--- config.mk ---
export PLATFORM = sky130hd
export DESIGN_NAME = distance_note_mapper
export DESIGN_NICKNAME = d
export VERILOG_FILES = /design/src/rtl/distance_note_mapper.sv
export SDC_FILE = /design/constraint.sdc
export NUM_CORES = 1
export LEC_CHECK = 0
export ABC_CLOCK_PERIOD_IN_PS = 14800
export CORE_MARGIN = 8
export CORE_UTILIZATION = 55
export CTS_CLUSTER_DIAMETER = 150
export DETAILED_ROUTE_END_ITERATION = 8
export PLACE_DENSITY = 0.73
export SKIP_CTS_REPAIR_TIMING = 1
export SLEW_MARGIN = 30
export SYNTH_ARGS = -nofsm -noshare
export SYNTH_HDL_FRONTEND = slang
export SYNTH_SLANG_ARGS = --single-unit
--- constraint.sdc ---
create_clock -name clk -period 14.8 [get_ports clk]
set_input_delay 3.7 -clock clk [delete_from_list [all_inputs] [get_ports clk]]
set_output_delay 3.7 -clock clk [all_outputs]
set_load 0.01 [all_outputs]
--- src/rtl/distance_note_mapper.sv ---
// Distance-to-note mapper: moving average, zone quantiser with hysteresis,
// writable note LUT, optional glide toward the note, and mute on sonar timeout.
module distance_note_mapper #(
  parameter int DIST_W     = 9,
  parameter int TW_W       = 32,
  parameter int NUM_ZONES  = 10,
  parameter int ZONE_SHIFT = 1,
  parameter int HYST       = 1,
  parameter int AVG_LOG2   = 2,
  parameter int GLIDE_DIV  = 1000,
  parameter int TIMEOUT    = 10_000_000
) (
  input  logic              clk,
  input  logic              rst,
  input  logic [DIST_W-1:0] distance_in,
  input  logic              valid_in,
  input  logic              glide_en,
  input  logic [TW_W-1:0]   glide_step,
  input  logic              lut_wr_en,
  input  logic [3:0]        lut_wr_addr,
  input  logic [TW_W-1:0]   lut_wr_data,
  output logic [TW_W-1:0]   tuning_word,
  output logic [3:0]        note_index,
  output logic              note_change,
  output logic              gate
);

  localparam int DEPTH = 2 ** AVG_LOG2;
  localparam int SUM_W = DIST_W + AVG_LOG2;
  localparam int CMP_W = DIST_W + ZONE_SHIFT + 6;
  localparam int TO_W  = $clog2(TIMEOUT + 1);
  localparam int GD_W  = (GLIDE_DIV > 1) ? $clog2(GLIDE_DIV) : 1;

  function automatic logic [TW_W-1:0] lut_default(input logic [3:0] idx);
    case (idx)
      4'd0:    lut_default = TW_W'(16'h15F2);
      4'd1:    lut_default = TW_W'(16'h18A2);
      4'd2:    lut_default = TW_W'(16'h1BA7);
      4'd3:    lut_default = TW_W'(16'h1D4B);
      4'd4:    lut_default = TW_W'(16'h20E2);
      4'd5:    lut_default = TW_W'(16'h24E9);
      4'd6:    lut_default = TW_W'(16'h296E);
      4'd7:    lut_default = TW_W'(16'h2BE5);
      4'd8:    lut_default = TW_W'(16'h3145);
      4'd9:    lut_default = TW_W'(16'h374D);
      default: lut_default = {TW_W{1'b0}};
    endcase
  endfunction

  logic [DIST_W-1:0] window [DEPTH];
  logic [SUM_W-1:0]  sum, new_sum;
  logic              empty, empty_eff;
  logic [DIST_W-1:0] avg;
  logic              avg_valid, avg_first;
  logic [TO_W-1:0]   to_cnt;
  logic              timeout_hit;
  logic [TW_W-1:0]   lut [16];
  logic [TW_W-1:0]   target;
  logic [GD_W-1:0]   div_cnt;
  logic              tick, gate_d;

  assign timeout_hit = (to_cnt == TO_W'(TIMEOUT));
  assign empty_eff   = empty | timeout_hit;
  assign new_sum     = empty_eff ? (SUM_W'(distance_in) << AVG_LOG2)
                                 : sum - SUM_W'(window[DEPTH-1]) + SUM_W'(distance_in);

  // Sample window and running sum; an empty window is preloaded by one sample.
  always_ff @(posedge clk) begin
    if (rst) begin
      for (int i = 0; i < DEPTH; i++) window[i] <= {DIST_W{1'b0}};
      sum       <= {SUM_W{1'b0}};
      empty     <= 1'b1;
      avg       <= {DIST_W{1'b0}};
      avg_valid <= 1'b0;
      avg_first <= 1'b0;
    end else begin
      avg_valid <= valid_in;
      if (valid_in) begin
        window[0] <= distance_in;
        for (int i = 1; i < DEPTH; i++) window[i] <= empty_eff ? distance_in : window[i-1];
        sum       <= new_sum;
        empty     <= 1'b0;
        avg       <= DIST_W'(new_sum >> AVG_LOG2);
        avg_first <= empty_eff;
      end else if (timeout_hit) begin
        empty <= 1'b1;
      end else begin
        empty <= empty;
      end
    end
  end

  // Sonar watchdog: saturates at TIMEOUT, which holds the mute until the next sample.
  always_ff @(posedge clk) begin
    if (rst)                 to_cnt <= {TO_W{1'b0}};
    else if (valid_in)       to_cnt <= {TO_W{1'b0}};
    else if (!timeout_hit)   to_cnt <= to_cnt + TO_W'(1);
    else                     to_cnt <= to_cnt;
  end

  logic [DIST_W-1:0] raw_full;
  logic [3:0]        raw, next_zone;
  logic [CMP_W-1:0]  avg_c, lo, hi;
  logic              go_down, go_up;

  // Zone decision: leave the current zone only once avg clears its edge by HYST.
  always_comb begin
    raw_full = avg >> ZONE_SHIFT;
    if (raw_full > DIST_W'(NUM_ZONES - 1)) raw = 4'(NUM_ZONES - 1);
    else                                   raw = raw_full[3:0];
    avg_c     = CMP_W'(avg);
    lo        = CMP_W'(note_index) << ZONE_SHIFT;
    hi        = lo + CMP_W'(2 ** ZONE_SHIFT) + CMP_W'(HYST);
    go_down   = (note_index != 4'd0) && ((avg_c + CMP_W'(HYST)) < lo);
    go_up     = (note_index != 4'(NUM_ZONES - 1)) && (avg_c >= hi);
    if (avg_first || go_down || go_up) next_zone = raw;
    else                               next_zone = note_index;
  end

  // Zone register, change pulse and gate.
  always_ff @(posedge clk) begin
    if (rst) begin
      note_index  <= 4'd0;
      note_change <= 1'b0;
      gate        <= 1'b0;
    end else if (avg_valid) begin
      note_index  <= next_zone;
      note_change <= (next_zone != note_index);
      gate        <= 1'b1;
    end else begin
      note_change <= 1'b0;
      gate        <= gate & ~timeout_hit;
    end
  end

  // Note LUT; reset restores the C-major table and wins over a write.
  always_ff @(posedge clk) begin
    if (rst) for (int i = 0; i < 16; i++) lut[i] <= lut_default(4'(i));
    else if (lut_wr_en) lut[lut_wr_addr] <= lut_wr_data;
    else ;
  end

  assign target = lut[note_index];
  assign tick   = (div_cnt == GD_W'(GLIDE_DIV - 1));

  logic [TW_W:0]   up_sum, dn_diff, ext_t;
  logic [TW_W-1:0] glided, next_tw;

  // One clamped glide step toward target, and the next tuning word.
  always_comb begin
    ext_t   = {1'b0, target};
    up_sum  = {1'b0, tuning_word} + {1'b0, glide_step};
    dn_diff = {1'b0, tuning_word} - {1'b0, glide_step};
    if (tuning_word < target) begin
      glided = (up_sum > ext_t) ? target : up_sum[TW_W-1:0];
    end else if (tuning_word > target) begin
      glided = (dn_diff[TW_W] || (dn_diff < ext_t)) ? target : dn_diff[TW_W-1:0];
    end else begin
      glided = target;
    end
    // The first cycle after un-muting snaps, so a note never glides up from 0.
    if (!gate)                                                 next_tw = {TW_W{1'b0}};
    else if (!glide_en || (glide_step == {TW_W{1'b0}}) || !gate_d) next_tw = target;
    else if (tick)                                             next_tw = glided;
    else                                                       next_tw = tuning_word;
  end

  // Output register and free-running glide divider.
  always_ff @(posedge clk) begin
    if (rst) begin
      tuning_word <= {TW_W{1'b0}};
      gate_d      <= 1'b0;
      div_cnt     <= {GD_W{1'b0}};
    end else begin
      tuning_word <= next_tw;
      gate_d      <= gate;
      div_cnt     <= tick ? {GD_W{1'b0}} : div_cnt + GD_W'(1);
    end
  end

endmodule
==> metrics.txt <==
wire per inst=24.9 µm; final setup fails=0; core region area=64300 µm²; pin count of the biggest net entering global routing=96; data required time of the worst path=15.32 ns; Die H=271 µm; CP max stage cell=clkdlybuf4s50_1; sequential-to-total area share from yosys stat=0.511; deepest clock path buffer count=3; Data arrival, critical path=10.31 ns; gpl congestion=0.929; Post-Route WL=99.3 mm; status=finished clean; number of global-route vias before repair=25.1k; DRC Markers=0; measured slew at the worst slew-check pin=1.10 ns; fin area=40000 µm²; CP startpoint kind=primary input; Buf/Inv on CP=3; WS Path Type=primary input to flip-flop; pwr dens=116 nW/µm²; Top Usage Layer GRT=met2; CP max stage delay=0.54 ns; antenna violations before repair=7; Sink Count=639; Root Buffer=clkbuf_16; area grow syn2layout=11.7%; I/O Pins=120; unrepaired setup endpoints after global routing=false; fraction of layout cells with a size suffix above 1=0.119; worst path cell trace=clkdlybuf4s50_1 > inv_1 > ha_1 > inv_1 > a221oi_1 > o41ai_1 > a41oi_2 > nor2_1 > a311oi_1 > o31a_1 > mux2_2 > or2_2 > ha_1 > nand4_1 > or4_1 > o32a_1 > nor3b_1 > a22oi_2 > nand3_4 > nor2_8 > nor2_4 > a21o_1 > a211oi_1; Psw=1.27 mW; Skew-Pair Late Insertion Delay=0.62 ns; DR vias=24.8k; LEAKAGE=14.5 nW; Die X-Extent=271 µm; synthesized area per cell=11.8 µm²; hold slack=0.460 ns; Post-synth EDFFs=548; Starting Density=0.556; commonest non-fill, non-tap cell in the layout=edfxtp_1; HPWL Detailed=63.4 mm; Reg clk slew, reported paths=0.06 ns; CTS buffer count=69; Syn Inst Count=3022; Internal Pwr Total=3.37 mW; Slew Viols, Final=0; Reg power frac=0.454; first-pass GRT wire length=151 mm; routed vias/inst=6.22; main flop type after synthesis=edfxtp_1; total negative slack=0 ns; Initial DRC Count=2355; Cell Area, Placed=37800 µm²; Total Routing Usage GR=0.266; Syn Nets=3303; total die area=73500 µm²; switching part of the total power=0.274; clock group share of total power=0.368; Synth Warn #=0; Crit. End Element=flip-flop; worst-path maximum fanout=19; Distinct cells, synth=88; fillers=4957; Antenna Nets Post-Route=0; row count=93; most frequent cells in the layout=edfxtp_1 (548), and2_1 (446), ha_1 (188), nor2_1 (179), a21oi_1 (167); fin crit share=0.662; asr flop ratio synth=0; skew final=0.0230 ns; min Tclk post-route=9.79 ns; Max VDD drop=0.0000910 V; aggregate global routing overflow=0; CTS tree=yes; GR Util met2=0.454; fmax=102 MHz; PortBufs=119; final hold violation count=0; CP top delay family=compound AO/OA/AOI/OAI gates; met1 Use GR=0.344; Detailed Routing Iterations Pass 1=6; Max Cap Viol=0; flops & latches, synth=639; H-tree Lvls=3; worst min path class=flip-flop to flip-flop; Post-Syn Area=35800 µm²; final net count=3352; combinational group share of total power=0.177; met3 GRT Util=0.0402; worst relative slew slack=0.261
## flip-flops by register name (all words and copies together) (netlist names), named ones only
| name | flops |
|---|---|
| avg_first | 1 |
| avg_valid | 1 |
| div_cnt | 10 |
| empty | 1 |
| gate | 1 |
| gate_d | 1 |
| lut | 512 |
| note_change | 1 |
| note_index | 4 |
| sum | 11 |
| to_cnt | 24 |
| tuning_word | 32 |
| window | 36 |
## cell type report
type	count	area [µm²]	area share
repair buffers	168	1570	0.0393
diodes	4	10.0	0.000250
clock inverters	37	375	0.00939
well taps	855	1070	0.0268
flip-flops and latches	639	18300	0.457
clock buffers	91	1850	0.0462
inverters	148	556	0.0139
multi-input cells	2045	16300	0.407
## power groups by stage
stage / logic [mW] / registers, mW / clock network (mW)
finish: 0.823 / 2.11 / 1.71
global route: 0.897 / 2.12 / 1.80
CTS: 0.815 / 2.11 / 1.73
detailed placement: 0.810 / 2.15 / 0
global placement: 0.795 / 2.14 / 0
floorplan: 0.572 / 2.12 / 0
## path summary, 6_finish.rpt
kind                              start                            to  slack, ns  depth (start not counted)
setup / recovery         glide_step[10]  tuning_word[21]$_SDFFE_PP0P_       5.01                         23
hold / removal    div_cnt[0]$_SDFF_PP0_         div_cnt[0]$_SDFF_PP0_       0.46                          1
setup reg to reg              flip-flop  tuning_word[21]$_SDFFE_PP0P_       7.82                         16
hold reg to reg   div_cnt[0]$_SDFF_PP0_         div_cnt[0]$_SDFF_PP0_       0.46                          1
## cells in the mapped netlist (7+ instances only)
library cell    n  share of area
a211oi_1       30         0.0063
a21o_1         34         0.0071
a21oi_1       167          0.023
a221oi_1        8         0.0020
a311oi_1       11         0.0027
a31oi_1        10         0.0017
and2_1        446          0.078
and3_1          8         0.0014
buf_1          12         0.0013
buf_2          26         0.0036
clkbuf_1      145          0.015
clkinv_1        7        0.00073
dfxtp_1        91          0.051
edfxtp_1      548           0.46
fa_1           11         0.0062
ha_1          188          0.066
inv_1         138          0.014
mux2_2         19         0.0060
mux2i_1        19         0.0053
mux4_2        143          0.090
nand2_1       106          0.011
nand2b_1       52         0.0091
nand3_1        50         0.0070
nand4_1        24         0.0042
nor2_1        192          0.020
nor2b_1        20         0.0035
nor3_1         49         0.0069
nor4_1         20         0.0035
o211ai_1       14         0.0029
o21a_1          8         0.0017
o21ai_0        88          0.012
o21bai_1       15         0.0031
o22ai_1        11         0.0019
o31ai_1        16         0.0034
o32a_1          7         0.0020
or2_2          19         0.0033
or3_1          61          0.011
or4_1           8         0.0017
xnor2_1        66          0.016
xor2_1         27         0.0066
## per-stage QoR
| stage | instances | setup slack (ns) | util | power, mW |
|---|---|---|---|---|
| after CTS | 3983 | 5.22 | 0.621 | 4.65 |
| final | 3987 | 5.01 | 0.621 | 4.64 |
| after floorplan | 3022 | 6.13 | - | 2.69 |
| after global placement | 3855 | 4.70 | 0.586 | 2.93 |
| after detailed placement | 3855 | 4.58 | 0.587 | 2.96 |
| after global routing | 3986 | 4.79 | 0.621 | 4.81 |
## cells by family after synthesis
group | share of synthesized area
adders and majority gates | 0.0719
muxes | 0.101
and+or+nand+nor | 0.167
xor gates and xnor gates | 0.0228
DFF | 0.511
AOI/OAI and AO/OA | 0.0890
buffers and inverters | 0.0374
## layer usage
metal | routed length [µm] | share of wire | up-vias
met4 | 3160 | 0.032 | 2
met3 | 6550 | 0.066 | 207
met5 | 13 | 0.00013 | -
li1 | - | - | 11200
met2 | 49200 | 0.50 | 979
met1 | 40400 | 0.41 | 12400
(Power assumes the default switching activity.)
